===== config.mk =====
export PLATFORM = sky130hd
export DESIGN_NAME = mac_operand_sequencer_flat
export DESIGN_NICKNAME = d
export VERILOG_FILES = /design/src/rtl/mac_operand_sequencer_if.sv /design/src/rtl/mac_operand_sequencer.sv /design/src/flat_wrapper.sv
export SDC_FILE = /design/constraint.sdc
export NUM_CORES = 1
export LEC_CHECK = 0
export CAP_MARGIN = 40
export CORE_MARGIN = 2
export CORE_UTILIZATION = 35
export CTS_CLUSTER_DIAMETER = 60
export DETAILED_ROUTE_END_ITERATION = 12
export PLACE_DENSITY = 0.75
export SYNTH_ARGS = -nofsm -noshare
export SYNTH_HDL_FRONTEND = slang
export SYNTH_SLANG_ARGS = --single-unit

===== constraint.sdc =====
create_clock -name clk_i -period 2.4 [get_ports clk_i]
set_clock_uncertainty 0.05 [all_clocks]
set_input_delay 0.6 -clock clk_i [delete_from_list [all_inputs] [get_ports clk_i]]
set_output_delay 0.6 -clock clk_i [all_outputs]
set_load 0.1 [all_outputs]

===== src/rtl/mac_operand_sequencer_if.sv =====
// Bus between the operand sequencer and its environment: job control, the shared
// operand-buffer read port, and the operand/control outputs that feed the DSP MAC.
interface mac_operand_sequencer_if #(
  parameter int ADDR_W = 8
);
  logic              start_i;
  logic [ADDR_W:0]   vec_len_i;
  logic [ADDR_W-1:0] base_addr_i;
  logic              stall_i;
  logic              buf_rd_o;
  logic [ADDR_W-1:0] buf_addr_o;
  logic signed [7:0] in_data_i;
  logic signed [7:0] wt_data_i;
  logic              dsp_enable_o;
  logic signed [7:0] dsp_input_o;
  logic signed [7:0] dsp_weight_o;
  logic              clear_o;
  logic              dsp_valid_o;
  logic              busy_o;
  logic              done_o;

  // The master side is the job requester together with the operand buffers.
  modport master (
    output start_i, vec_len_i, base_addr_i, stall_i, in_data_i, wt_data_i,
    input  buf_rd_o, buf_addr_o, dsp_enable_o, dsp_input_o, dsp_weight_o,
           clear_o, dsp_valid_o, busy_o, done_o
  );

  modport slave (
    input  start_i, vec_len_i, base_addr_i, stall_i, in_data_i, wt_data_i,
    output buf_rd_o, buf_addr_o, dsp_enable_o, dsp_input_o, dsp_weight_o,
           clear_o, dsp_valid_o, busy_o, done_o
  );
endinterface


===== src/rtl/mac_operand_sequencer.sv =====
// Control stage ahead of the DSP MAC: clears the accumulator, streams vec_len operand
// pairs out of the input/weight buffers, then waits out the DSP latency and flags the result.
module mac_operand_sequencer #(
  parameter int ADDR_W  = 8,
  parameter int DSP_LAT = 3,
  parameter int ACC_II  = 1
) (
  input logic                    clk_i,
  input logic                    rstn_i,
  mac_operand_sequencer_if.slave bus
);

  localparam int DRAIN_W = $clog2(DSP_LAT + 2);
  localparam int II_W    = (ACC_II > 1) ? $clog2(ACC_II) : 1;

  localparam logic [ADDR_W:0]    K_ONE      = 1;
  localparam logic [II_W-1:0]    II_ONE     = 1;
  localparam logic [II_W-1:0]    II_RELOAD  = II_W'(ACC_II - 1);
  localparam logic [DRAIN_W-1:0] DRAIN_ONE  = 1;
  localparam logic [DRAIN_W-1:0] DRAIN_LAST = DRAIN_W'(DSP_LAT + 1);

  typedef enum logic [2:0] {
    S_IDLE,
    S_CLEAR,
    S_ISSUE,
    S_DRAIN,
    S_DONE
  } state_t;

  state_t            r_state;
  state_t            w_nextState;
  logic [ADDR_W:0]   r_len;
  logic [ADDR_W:0]   r_k;
  logic [ADDR_W-1:0] r_base;
  logic [II_W-1:0]   r_iiCnt;
  logic [DRAIN_W-1:0] r_drainCnt;
  logic              r_rdDly;
  logic              r_enable;
  logic signed [7:0] r_input;
  logic signed [7:0] r_weight;
  logic              w_rd;
  logic              w_lenZero;

  assign w_lenZero = (r_len == '0);

  always_ff @(posedge clk_i or negedge rstn_i) begin
    if (!rstn_i) begin
      r_state <= S_IDLE;
    end else begin
      r_state <= w_nextState;
    end
  end

  always_comb begin
    w_nextState = r_state;
    w_rd        = 1'b0;
    case (r_state)
      S_IDLE: begin
        if (bus.start_i) begin
          w_nextState = S_CLEAR;
        end
      end
      S_CLEAR: begin
        w_nextState = w_lenZero ? S_DONE : S_ISSUE;
      end
      S_ISSUE: begin
        // A read slot opens once the accumulate interval has elapsed; a stall only defers it.
        w_rd = !bus.stall_i && (r_iiCnt == '0);
        if (w_rd && (r_k == r_len - K_ONE)) begin
          w_nextState = S_DRAIN;
        end
      end
      S_DRAIN: begin
        if (r_drainCnt == DRAIN_LAST) begin
          w_nextState = S_DONE;
        end
      end
      S_DONE: begin
        w_nextState = S_IDLE;
      end
      default: begin
        w_nextState = S_IDLE;
      end
    endcase
  end

  always_ff @(posedge clk_i or negedge rstn_i) begin
    if (!rstn_i) begin
      r_len      <= '0;
      r_base     <= '0;
      r_k        <= '0;
      r_iiCnt    <= '0;
      r_drainCnt <= '0;
    end else begin
      if ((r_state == S_IDLE) && bus.start_i) begin
        r_len  <= bus.vec_len_i;
        r_base <= bus.base_addr_i;
        r_k    <= '0;
      end
      if (r_state == S_ISSUE) begin
        if (w_rd) begin
          r_k     <= r_k + K_ONE;
          r_iiCnt <= II_RELOAD;
        end else if (r_iiCnt != '0) begin
          r_iiCnt <= r_iiCnt - II_ONE;
        end
      end else begin
        r_iiCnt <= '0;
      end
      // Drain spans the two pipeline stages plus the DSP latency after the last read.
      r_drainCnt <= (r_state == S_DRAIN) ? r_drainCnt + DRAIN_ONE : '0;
    end
  end

  always_ff @(posedge clk_i or negedge rstn_i) begin
    if (!rstn_i) begin
      r_rdDly  <= 1'b0;
      r_enable <= 1'b0;
      r_input  <= '0;
      r_weight <= '0;
    end else begin
      r_rdDly  <= w_rd;
      r_enable <= r_rdDly;
      if (r_rdDly) begin
        r_input  <= bus.in_data_i;
        r_weight <= bus.wt_data_i;
      end
    end
  end

  assign bus.buf_rd_o     = w_rd;
  assign bus.buf_addr_o   = r_base + r_k[ADDR_W-1:0];
  assign bus.dsp_enable_o = r_enable;
  assign bus.dsp_input_o  = r_input;
  assign bus.dsp_weight_o = r_weight;
  assign bus.clear_o      = (r_state == S_CLEAR);
  assign bus.dsp_valid_o  = (r_state == S_DONE) && !w_lenZero;
  assign bus.done_o       = (r_state == S_DONE);
  assign bus.busy_o       = (r_state != S_IDLE);

endmodule


===== src/flat_wrapper.sv =====
// flat-port wrapper written by rule: the top's interface ports become plain ports
module mac_operand_sequencer_flat 
#(
  parameter int ADDR_W  = 8,
  parameter int DSP_LAT = 3,
  parameter int ACC_II  = 1
)
  (clk_i, rstn_i, bus_start_i, bus_vec_len_i, bus_base_addr_i, bus_stall_i, bus_in_data_i, bus_wt_data_i, bus_buf_rd_o, bus_buf_addr_o, bus_dsp_enable_o, bus_dsp_input_o, bus_dsp_weight_o, bus_clear_o, bus_dsp_valid_o, bus_busy_o, bus_done_o);
  mac_operand_sequencer_if #(.ADDR_W(ADDR_W)) bus_i ();
  input logic clk_i;
  input logic rstn_i;
  input wire logic [$bits(bus_i.start_i)-1:0] bus_start_i;
  input wire logic [$bits(bus_i.vec_len_i)-1:0] bus_vec_len_i;
  input wire logic [$bits(bus_i.base_addr_i)-1:0] bus_base_addr_i;
  input wire logic [$bits(bus_i.stall_i)-1:0] bus_stall_i;
  input wire logic [$bits(bus_i.in_data_i)-1:0] bus_in_data_i;
  input wire logic [$bits(bus_i.wt_data_i)-1:0] bus_wt_data_i;
  output wire logic [$bits(bus_i.buf_rd_o)-1:0] bus_buf_rd_o;
  output wire logic [$bits(bus_i.buf_addr_o)-1:0] bus_buf_addr_o;
  output wire logic [$bits(bus_i.dsp_enable_o)-1:0] bus_dsp_enable_o;
  output wire logic [$bits(bus_i.dsp_input_o)-1:0] bus_dsp_input_o;
  output wire logic [$bits(bus_i.dsp_weight_o)-1:0] bus_dsp_weight_o;
  output wire logic [$bits(bus_i.clear_o)-1:0] bus_clear_o;
  output wire logic [$bits(bus_i.dsp_valid_o)-1:0] bus_dsp_valid_o;
  output wire logic [$bits(bus_i.busy_o)-1:0] bus_busy_o;
  output wire logic [$bits(bus_i.done_o)-1:0] bus_done_o;
  assign bus_i.start_i = bus_start_i;
  assign bus_i.vec_len_i = bus_vec_len_i;
  assign bus_i.base_addr_i = bus_base_addr_i;
  assign bus_i.stall_i = bus_stall_i;
  assign bus_i.in_data_i = bus_in_data_i;
  assign bus_i.wt_data_i = bus_wt_data_i;
  assign bus_buf_rd_o = bus_i.buf_rd_o;
  assign bus_buf_addr_o = bus_i.buf_addr_o;
  assign bus_dsp_enable_o = bus_i.dsp_enable_o;
  assign bus_dsp_input_o = bus_i.dsp_input_o;
  assign bus_dsp_weight_o = bus_i.dsp_weight_o;
  assign bus_clear_o = bus_i.clear_o;
  assign bus_dsp_valid_o = bus_i.dsp_valid_o;
  assign bus_busy_o = bus_i.busy_o;
  assign bus_done_o = bus_i.done_o;
  mac_operand_sequencer #(.ADDR_W(ADDR_W), .DSP_LAT(DSP_LAT), .ACC_II(ACC_II)) u_core (.clk_i(clk_i), .rstn_i(rstn_i), .bus(bus_i));
endmodule

==> PnR_summary.wiki, run 1 <==
{| class="wikitable"
! Metric !! Value
|-
| Status || complete, but fails checks
|-
| Violations in the final reports || negative setup slack
|-
| Routed wire length || 6130 um
|-
| Combined area of all synthesized cells || 2630 sq um
|-
| Post-DR wirelength/cell || 13.3 um
|-
| Main flop type after synthesis || sky130_fd_sc_hd__dfrtp_1
|-
| Met3 wire length || 463 um
|-
| Tightest Pin Transition || 657 ps
|-
| Horiz. Die Dim || 90.7 um
|-
| Clock tree from TritonCTS || yes
|-
| Final setup TNS || -1860 ps
|-
| Number of buffer cells added on primary ports || 66
|-
| Routed wl met2 || 3030 um
|-
| Min Tclk post-route || 2850 ps
|-
| Final cycle utilization of the critical path || 119%
|-
| WS Path Type || reg -> out
|-
| Number of vias after detailed routing || 2207
|-
| Final number of max-transition violations || 0
|-
| Mapped Cells || 263
|-
| Number of antenna violations at the first check in global routing || 0
|-
| Ports placed on the boundary || 67
|-
| Congestion Overflow GR || 0
|-
| Endpoint arrival time on the critical path || 2200 ps
|-
| Number of synthesized flops with an enable pin || 0
|-
| Drc violations || 0
|-
| Placeable core region || 7250 sq um
|-
| Fillers || 608
|-
| Last weighted congestion value of the routability-driven placer || 0.810
|-
| Antenna diode count || 0
|-
| Type of origin of the critical path || flip-flop
|-
| Clock-pin slew on the worst setup and hold paths || 100 ps
|-
| Setup-violating endpoint count in the final report || 6
|-
| Final layout net count || 409
|-
| Synthesized Nets || 313
|-
| Proportion of register bits with asynchronous set or reset after synthesis || 100%
|-
| Root Driver || sky130_fd_sc_hd__clkbuf_8
|-
| Count of clock tree sinks || 50
|-
| Number of hold-repair buffers added at the cts stage || 0
|-
| Setup repair after global routing missed its margin || yes
|-
| Worst hold slack || 185 ps
|-
| Maximum root-to-sink buffer count || 2
|-
| Highest achievable clock rate || 0.350 GHz
|-
| Slowest cell on crit path || sky130_fd_sc_hd__dfrtp_1
|-
| Post-synthesis sequential area ratio || 47.5%
|-
| Vias per Instance || 4.81
|-
| Layout Area Growth over Synthesis || 53.2%
|-
| Minimum setup slack in the final design || -455 ps
|-
| Number of H-tree levels || 2
|-
| Fraction of layout cells with a size suffix above 1 || 36.1%
|-
| Pre-CTS worst setup slack || -154 ps
|-
| Number of hold violations in the final report || 0
|-
| Starting Density || 36.3%
|-
| Cts bufs inserted || 5
|-
| Number of global-route vias before repair || 2117
|-
| Distinct cell type count after synthesis || 48
|-
| DRC marker count from the first detailed-route iteration || 87
|-
| Site row count || 31
|-
| Wire length of the first global-routing pass || 10000 um
|-
| DRT met1 WL || 2570 um
|-
| Detailed placer's ending HPWL || 4610 um
|-
| Worst slew margin relative to its limit || 56.2%
|-
| Required time of the critical path || 1750 ps
|-
| Design area || 4030 sq um
|-
| Overall die area || 8230 sq um
|-
| Post-DRT Antenna Nets || 0
|-
| Number of flip-flops and latches in the synthesized netlist || 50
|-
| Path type of the worst min-delay path || in -> async
|-
| Initial DRT Pass Iterations || 4
|-
| Synth warnings || 0
|-
| Placed standard-cell area || 3780 sq um
|-
| Synthesized area per cell || 10.0 sq um
|-
| Maximum capacitance violations || 0
|-
| Pin count of the biggest net entering global routing || 23
|-
| Clock insertion delay at the later pin of the skew report || 310 ps
|-
| Top metal layer carrying routed signals || met4
|-
| Maximum fanout count along the critical path || 2
|-
| DIE HEIGHT || 90.7 um
|-
| Ordered list of cells on the worst path || ha_4 > a21oi_2 > nor2b_2 > o31a_1 > o41ai_2 > buf_4 > xnor2_4 > buf_12
|-
| Global Route Usage Sum || 15.0%
|-
| CP startpoint || u_core.r_base[1]
|-
| Critical path capture point type || primary output
|-
| Delay of the slowest critical-path stage || 430 ps
|-
| Origin of the critical flop-to-flop path || u_core.r_k[1]
|}
==> final timing paths <==
path	to	slack, ps	cells past startpoint
min in group clk_i	u_core.r_drainCnt[0]	420	1
worst max register to register	u_core.r_state[0]	440	6
worst max-delay path	bus_buf_addr_o[7]	-450	8
max in group asynchronous	u_core.bus.dsp_input_o[6]	1520	2
worst min register to register	u_core.r_drainCnt[0]	420	1
worst min-delay path	u_core.r_k[8]	180	1
==> layout by cell type, fill, tap and decap left out, types with 3 or more instances in the layout <==
cell                              Yosys  routed
sky130_fd_sc_hd__nand2_1             57      56
sky130_fd_sc_hd__dfrtp_1             50      46
sky130_fd_sc_hd__buf_4                1      45
sky130_fd_sc_hd__clkdlybuf4s50_1      0      34
sky130_fd_sc_hd__mux2_2              17      17
sky130_fd_sc_hd__buf_12               0      13
sky130_fd_sc_hd__nor2_1              17      12
sky130_fd_sc_hd__xnor2_1             13       9
sky130_fd_sc_hd__inv_1               12       8
sky130_fd_sc_hd__o21ai_0             10       8
sky130_fd_sc_hd__ha_1                12       8
sky130_fd_sc_hd__xor2_1               6       6
sky130_fd_sc_hd__nand3_1              7       6
sky130_fd_sc_hd__clkbuf_8             0       5
sky130_fd_sc_hd__buf_6                1       5
sky130_fd_sc_hd__inv_2                0       4
sky130_fd_sc_hd__xnor2_4              0       4
sky130_fd_sc_hd__dfrtp_2              0       4
sky130_fd_sc_hd__nor2_4               0       3
sky130_fd_sc_hd__nor3_1               3       3
sky130_fd_sc_hd__nand4_1              3       3
sky130_fd_sc_hd__a21oi_1              5       3
sky130_fd_sc_hd__ha_4                 0       3
==> cells by family after synthesis <==
group | count (synthesis) | synth area share [%]
xor gates and xnor gates | 19 | 6.32
buffers and inverters | 22 | 3.56
AOI/OAI and AO/OA | 30 | 7.51
muxes | 19 | 8.03
adders and majority gates | 13 | 6.46
DFF | 50 | 47.5
and+or+nand+nor | 110 | 20.6
==> what timing repair did <==
item                                    in CTS  in global routing
resized for setup                           14                 10
endpoints found under the setup margin       7                  8
setup buffers                                2                  8
cloned                                       0                  0
pin swaps                                    4                  5
==> routing by layer <==
metal,vias to the layer above,track usage [%]
li1,1086,-
met1,1028,19.4
met2,86,24.3
met3,7,4.09
met4,0,4.74
met5,-,0
==> cells in the mapped netlist (2+ instances only) <==
library cell | instances | area [sq um]
sky130_fd_sc_hd__a21oi_1 | 5 | 25.0
sky130_fd_sc_hd__and2_1 | 2 | 12.5
sky130_fd_sc_hd__and3_1 | 2 | 12.5
sky130_fd_sc_hd__clkbuf_1 | 7 | 26.3
sky130_fd_sc_hd__dfrtp_1 | 50 | 1250
sky130_fd_sc_hd__ha_1 | 12 | 150
sky130_fd_sc_hd__inv_1 | 12 | 45.0
sky130_fd_sc_hd__mux2_2 | 17 | 191
sky130_fd_sc_hd__mux2i_1 | 2 | 20.0
sky130_fd_sc_hd__nand2_1 | 57 | 214
sky130_fd_sc_hd__nand3_1 | 7 | 35.0
sky130_fd_sc_hd__nand4_1 | 3 | 18.8
sky130_fd_sc_hd__nor2_1 | 17 | 63.8
sky130_fd_sc_hd__nor2b_1 | 2 | 12.5
sky130_fd_sc_hd__nor3_1 | 3 | 15.0
sky130_fd_sc_hd__nor3b_1 | 2 | 15.0
sky130_fd_sc_hd__nor4_1 | 2 | 12.5
sky130_fd_sc_hd__nor4b_1 | 2 | 17.5
sky130_fd_sc_hd__o211ai_1 | 2 | 15.0
sky130_fd_sc_hd__o21ai_0 | 10 | 50.1
sky130_fd_sc_hd__o41ai_1 | 2 | 17.5
sky130_fd_sc_hd__or4_1 | 2 | 15.0
sky130_fd_sc_hd__xnor2_1 | 13 | 114
sky130_fd_sc_hd__xor2_1 | 6 | 52.6
==> critical path: cells and delay by family (launching register included) <==
kind	cells	cell delay, ps
adder cells (fa/ha/maj)	1	260
flip-flops	1	430
AND/OR/NAND/NOR	1	60
XOR/XNOR	1	120
buffers and inverters	2	380
AO/OA/AOI/OAI	3	640
==> stage by stage <==
step                util, %  std cells
finish                 55.6        459
global route           55.6        459
detailed placement     52.1        441
global placement       52.1        441
CTS                    54.4        451
floorplan                 -        263
==> cell type report <==
| cell class | instances | area [sq um] | share of cell area (%) |
|---|---|---|---|
| Clock buffer | 5 | 68.8 | 1.71 |
| Clock inverter | 3 | 26.3 | 0.651 |
| Inverter | 12 | 45.0 | 1.12 |
| Multi-Input combinational cell | 191 | 1500 | 37.2 |
| Sequential cell | 50 | 1260 | 31.1 |
| Tap cell | 99 | 124 | 3.07 |
| Timing Repair Buffer | 99 | 1010 | 25.1 |
==> state kept, by name, summed over array words and instances, names as in the netlist <==
| register | flops |
|---|---|
| u_core.bus.dsp_enable_o | 1 |
| u_core.r_base | 8 |
| u_core.r_rdDly | 1 |
| u_core.bus.dsp_weight_o | 8 |
| u_core.r_len | 9 |
| u_core.bus.dsp_input_o | 8 |
| u_core.r_k | 9 |
| u_core.r_state | 3 |
| u_core.r_drainCnt | 3 |
Power of run 1 is left out: the tool's default activity adds up to more than one toggle a clock period on the data nets, which glitch-free logic cannot reach.
==> run 2, diff against run 1 <==
Settings changed: REMOVE_ABC_BUFFERS set to 1.
==> run 2 against run 1 <==
Via count decreased by 0.27%. Non-clock buffer count fell by 7. The flow still finishes with violations (negative setup slack). Largest cell class unchanged. Critical path depth shrank 1. Final area is 3.7% lower. Sequential share of layout area up 1.1 points. Worst setup slack better by 2.2 ps. Register-to-register slack better by 100 ps. Die area unchanged. Cell count fell by 1.5%.
==> PnR_summary.wiki, run 2 (synthesized netlist as in run 1, its figures left out) <==
{| class="wikitable"
! Metric !! Value
|-
| Fraction of layout cells with a size suffix above 1 || 31.2%
|-
| Setup slack on the worst flop-to-flop path || 540 ps
|-
| Pin count of the biggest net entering global routing || 51
|-
| Highest achievable clock rate || 0.351 GHz
|-
| Starting Density || 36.3%
|-
| Number of cells in the finished layout apart from fillers || 452
|-
| Number of hold-repair buffers added at the cts stage || 0
|-
| Placed standard-cell area || 3570 sq um
|-
| Critical path capture point type || primary output
|-
| Overall die area || 8230 sq um
|-
| Congestion Overflow GR || 0
|-
| Wire length of the first global-routing pass || 10100 um
|-
| Detailed placer's ending HPWL || 4520 um
|-
| WS Path Type || reg -> out
|-
| Site row count || 31
|-
| Root Driver || sky130_fd_sc_hd__clkbuf_8
|-
| Design area || 3880 sq um
|-
| Placed cell count || 434
|-
| Vias per Instance || 4.87
|-
| Tightest Pin Transition || 647 ps
|-
| Number of cells on the worst reg-to-reg path || 6
|-
| Drc violations || 0
|-
| Cell class contributing the biggest share of worst-path delay || compound AO/OA/AOI/OAI gates
|-
| Global Route Usage Sum || 15.0%
|-
| Number of vias after detailed routing || 2201
|-
| Antenna diode count || 0
|-
| Number of hold violations in the final report || 0
|-
| Delay of the slowest critical-path stage || 400 ps
|-
| Layout Area Growth over Synthesis || 47.5%
|-
| Routed wire length || 5990 um
|-
| Clock-pin slew on the worst setup and hold paths || 100 ps
|-
| FF-to-FF End || u_core.r_state[0]
|-
| Number of H-tree levels || 2
|-
| Min Tclk post-route || 2850 ps
|-
| Minimum setup slack in the final design || -452 ps
|-
| Initial DRT Pass Iterations || 4
|-
| Endpoint arrival time on the critical path || 2200 ps
|-
| Final setup TNS || -1570 ps
|-
| Number of antenna violations at the first check in global routing || 0
|-
| Setup-violating endpoint count in the final report || 5
|-
| Final number of max-transition violations || 0
|-
| Setup repair after global routing missed its margin || yes
|-
| Origin of the critical flop-to-flop path || u_core.r_len[1]
|-
| Worst hold slack || 332 ps
|-
| Placeable core region || 7250 sq um
|-
| Commonest cells after routing, fill and taps aside || 56 x sky130_fd_sc_hd__nand2_1, 49 x sky130_fd_sc_hd__dfrtp_1, 42 x sky130_fd_sc_hd__buf_4
|-
| Required time of the critical path || 1750 ps
|-
| Maximum root-to-sink buffer count || 2
|-
| Violations in the final reports || negative setup slack
|-
| Worst slew margin relative to its limit || 56.9%
|-
| Maximum capacitance violations || 0
|-
| Ports placed on the boundary || 67
|-
| DIE HEIGHT || 90.7 um
|-
| Post-DR wirelength/cell || 13.2 um
|-
| Largest registers || u_core.r_k x9, u_core.r_len x9
|-
| Slowest cell on crit path || sky130_fd_sc_hd__dfrtp_1
|-
| Number of buffer cells added on primary ports || 66
|-
| Type of origin of the critical path || flip-flop
|-
| Critical path depth || 7
|-
| Post-DRT Antenna Nets || 0
|-
| Buffering stage count on the worst path with inverters included || 1
|-
| Final cycle utilization of the critical path || 119%
|-
| DRC marker count from the first detailed-route iteration || 133
|-
| Last weighted congestion value of the routability-driven placer || 0.833
|-
| Commonest non-fill, non-tap cell in the layout || sky130_fd_sc_hd__nand2_1
|-
| Horiz. Die Dim || 90.7 um
|-
| Count of clock tree sinks || 50
|-
| Clock tree from TritonCTS || yes
|-
| Number of global-route vias before repair || 2257
|-
| Path type of the worst min-delay path || in -> async
|-
| Ordered list of cells on the worst path || ha_1 > a21oi_2 > nor2b_1 > o31a_1 > o41ai_2 > xnor2_1 > buf_12
|-
| Status || complete, but fails checks
|-
| Cts bufs inserted || 5
|-
| Maximum fanout count along the critical path || 2
|-
| Final layout net count || 402
|-
| Clock insertion delay at the later pin of the skew report || 310 ps
|}
-- run 2: per-layer routing --
layer	vias to the layer above	global-route usage [%]	wire length (um)
met5	-	0	0
met4	0	3.59	58
met3	6	4.17	390
met2	69	26.6	2950
met1	1058	18.0	2590
li1	1068	-	-
-- run 2: repair_timing --
item / in CTS / in global routing
pin swaps: 6 / 3
resized for setup: 16 / 17
endpoints found under the hold margin: 0 / 0
setup buffers: 7 / 3
setup endpoints to repair: 7 / 7
-- run 2: worst max-delay path by stage --
stage	start	to	slack, ps
floorplan	u_core.r_k[2]	bus_buf_addr_o[7]	-980
global placement	u_core.r_base[0]	bus_buf_addr_o[6]	-220
detailed placement	u_core.r_k[1]	bus_buf_addr_o[7]	-270
CTS	u_core.r_base[1]	bus_buf_addr_o[7]	-480
global route	u_core.r_base[1]	bus_buf_addr_o[7]	-560
finish	u_core.r_base[1]	bus_buf_addr_o[7]	-450
-- run 2: area by class of cell --
| class | count | area (sq um) |
|---|---|---|
| Sequential cell | 50 | 1250 |
| Timing Repair Buffer | 92 | 960 |
| Tap cell | 99 | 124 |
| Clock inverter | 3 | 28.8 |
| Fill cell | 628 | 3370 |
| Inverter | 12 | 45.0 |
| Clock buffer | 5 | 68.8 |
| Multi-Input combinational cell | 191 | 1410 |
-- run 2: worst reg2reg max path, delay by kind of cell (launching register included) --
family / cells / cell delay [ps]
AND/OR/NAND/NOR: 2 / 710
buffers and inverters: 1 / 90
adder cells (fa/ha/maj): 1 / 250
flip-flops: 1 / 390
AO/OA/AOI/OAI: 1 / 190
XOR/XNOR: 1 / 120
-- run 2: per-stage QoR --
step                      setup WS (ps)  util [%]
after global routing               -564      53.5
final                              -452      53.5
after detailed placement           -274      49.2
after global placement             -217      49.2
after CTS                          -484      52.4
after floorplan                    -985         -
Power of run 2 is left out for the same reason.
==> patch: new RTL, flow settings as in run 2 <==
`DSP_LAT` is set to 3 in 2 places; all go to 5.
--- a/src/rtl/mac_operand_sequencer.sv
+++ b/src/rtl/mac_operand_sequencer.sv
@@ -4,3 +4,3 @@
   parameter int ADDR_W  = 8,
-  parameter int DSP_LAT = 3,
+  parameter int DSP_LAT = 5,
   parameter int ACC_II  = 1
--- a/src/flat_wrapper.sv
+++ b/src/flat_wrapper.sv
@@ -4,3 +4,3 @@
   parameter int ADDR_W  = 8,
-  parameter int DSP_LAT = 3,
+  parameter int DSP_LAT = 5,
   parameter int ACC_II  = 1
Formal check against the unedited RTL: not equivalent (a bounded check fails within 10 cycles, from zero or initial values and one cycle with rstn_i low).
==> patch against run 2 <==
The run still ends with setup timing left. Setup slack worse by 0.027 ns. Global-route usage is 0.68 points higher. Area after synthesis is 0.48% lower. Wire length is 2.5% higher. Design area is 1.6% lower. Sequential cell count stayed put.
Power is not shown: default switching activity piles up to over one toggle a cycle in this logic, so the estimate is an artifact.
==> patch: results (changes against run 2) <==
First-pass GRT wire length -> 10600 um (+4.2%)
Status -> complete, but fails checks
Vias per inst -> 4.84 (-0.63%)
Post-layout worst setup margin -> -0.479 ns (-0.0270 ns)
Non-clock buffer share of cell area -> 25.1% (+0.35 points)
Post-Synthesis Cells -> 257 (-2.3%)
Failing checks -> setup timing
Mux cell area share after synthesis -> 8.93% (+0.90 points)
Wire length on met2 -> 2970 um (+0.81%)
Non-clock buffers -> 94 (+2.2%)
CP Data Arrival Time -> 2.23 ns (+0.03 ns)
Routed length on met1 -> 2800 um (+7.9%)
Total Wirelength -> 6130 um (+2.5%)
Multi-input combinational area share -> 35.2% (-1.0 points)
XOR/XNOR Fraction of Synth Area -> 7.02% (+0.70 points)
Drt initial violations -> 57 (-57%)
DR WL/cell -> 13.7 um (+3.6%)
Largest net degree at the start of global routing -> 25 (-51%)
Share of the yosys chip area belonging to registers -> 47.7% (+0.23 points)
Worst Tran Pin Value -> 0.651 ns (+0.00382 ns)
Synth Area in Adders -> 6.49% (+0.031 points)
Sequential share of cell area -> 32.8% (+0.57 points)
Commonest cells post-synth -> nand2_1, dfrtp_1, nor2_1, inv_1
Hpwl dp -> 4540 um (+0.42%)
R2r setup slk -> 0.14 ns (-0.40 ns)
Final setup violation count -> 7 (+2)
Multi-input gates -> 183 (-4.2%)
Worst hold slack -> 0.216 ns (-0.115 ns)
Reg2Reg Depth -> 7 (+1)
## patch: changes by cell type in the layout (fill, tap and decap cells not counted), sizes merged, moves of 2 or more
| cell | run 2 | this run |
|---|---|---|
| nand2 | 57 | 51 |
| buf | 55 | 59 |
| nor4b | 3 | 0 |
| xor2 | 6 | 9 |
| a21o | 0 | 2 |
| a31oi | 0 | 2 |
| clkinvlp | 0 | 2 |
| nand3 | 7 | 5 |
## patch: logic make-up after synthesis
logic type,after synthesis
and+or+nand+nor,96
DFF,50
AOI/OAI and AO/OA,33
buffers and inverters,24
xor gates and xnor gates,21
muxes,20
adders and majority gates,13
## patch: stage by stage
step	cell area (sq um)	setup slack, ns
after floorplan	2570	-1.33
after CTS	3780	-0.556
after detailed placement	3570	-0.348
after global routing	3820	-0.597
after global placement	3570	-0.214
final	3820	-0.479
## patch: worst max path at each step
| stage | startpoint | endpoint | slack, ns | cells past startpoint |
|---|---|---|---|---|
| finish | u_core.r_k[0] | bus_buf_addr_o[6] | -0.48 | 10 |
| global route | u_core.r_k[0] | bus_buf_addr_o[6] | -0.60 | 10 |
| CTS | u_core.r_k[0] | bus_buf_addr_o[6] | -0.56 | 10 |
| detailed placement | u_core.r_base[0] | bus_buf_addr_o[6] | -0.35 | 10 |
| global placement | u_core.r_base[0] | bus_buf_addr_o[6] | -0.21 | 10 |
| floorplan | u_core.r_k[0] | bus_buf_addr_o[6] | -1.33 | 9 |
## patch: repair_timing
action	4_1_cts	5_1_grt
endpoints found under the setup margin	7	7
resized for setup	14	5
hold endpoints to repair	0	0
pin swaps	8	7
setup buffers	8	5
## patch: metal layers
layer / vias up / GRT usage [%]
li1: 1050 / -
met1: 1044 / 20.8
met2: 61 / 25.9
met3: 8 / 3.84
met4: 0 / 3.72
met5: - / 0
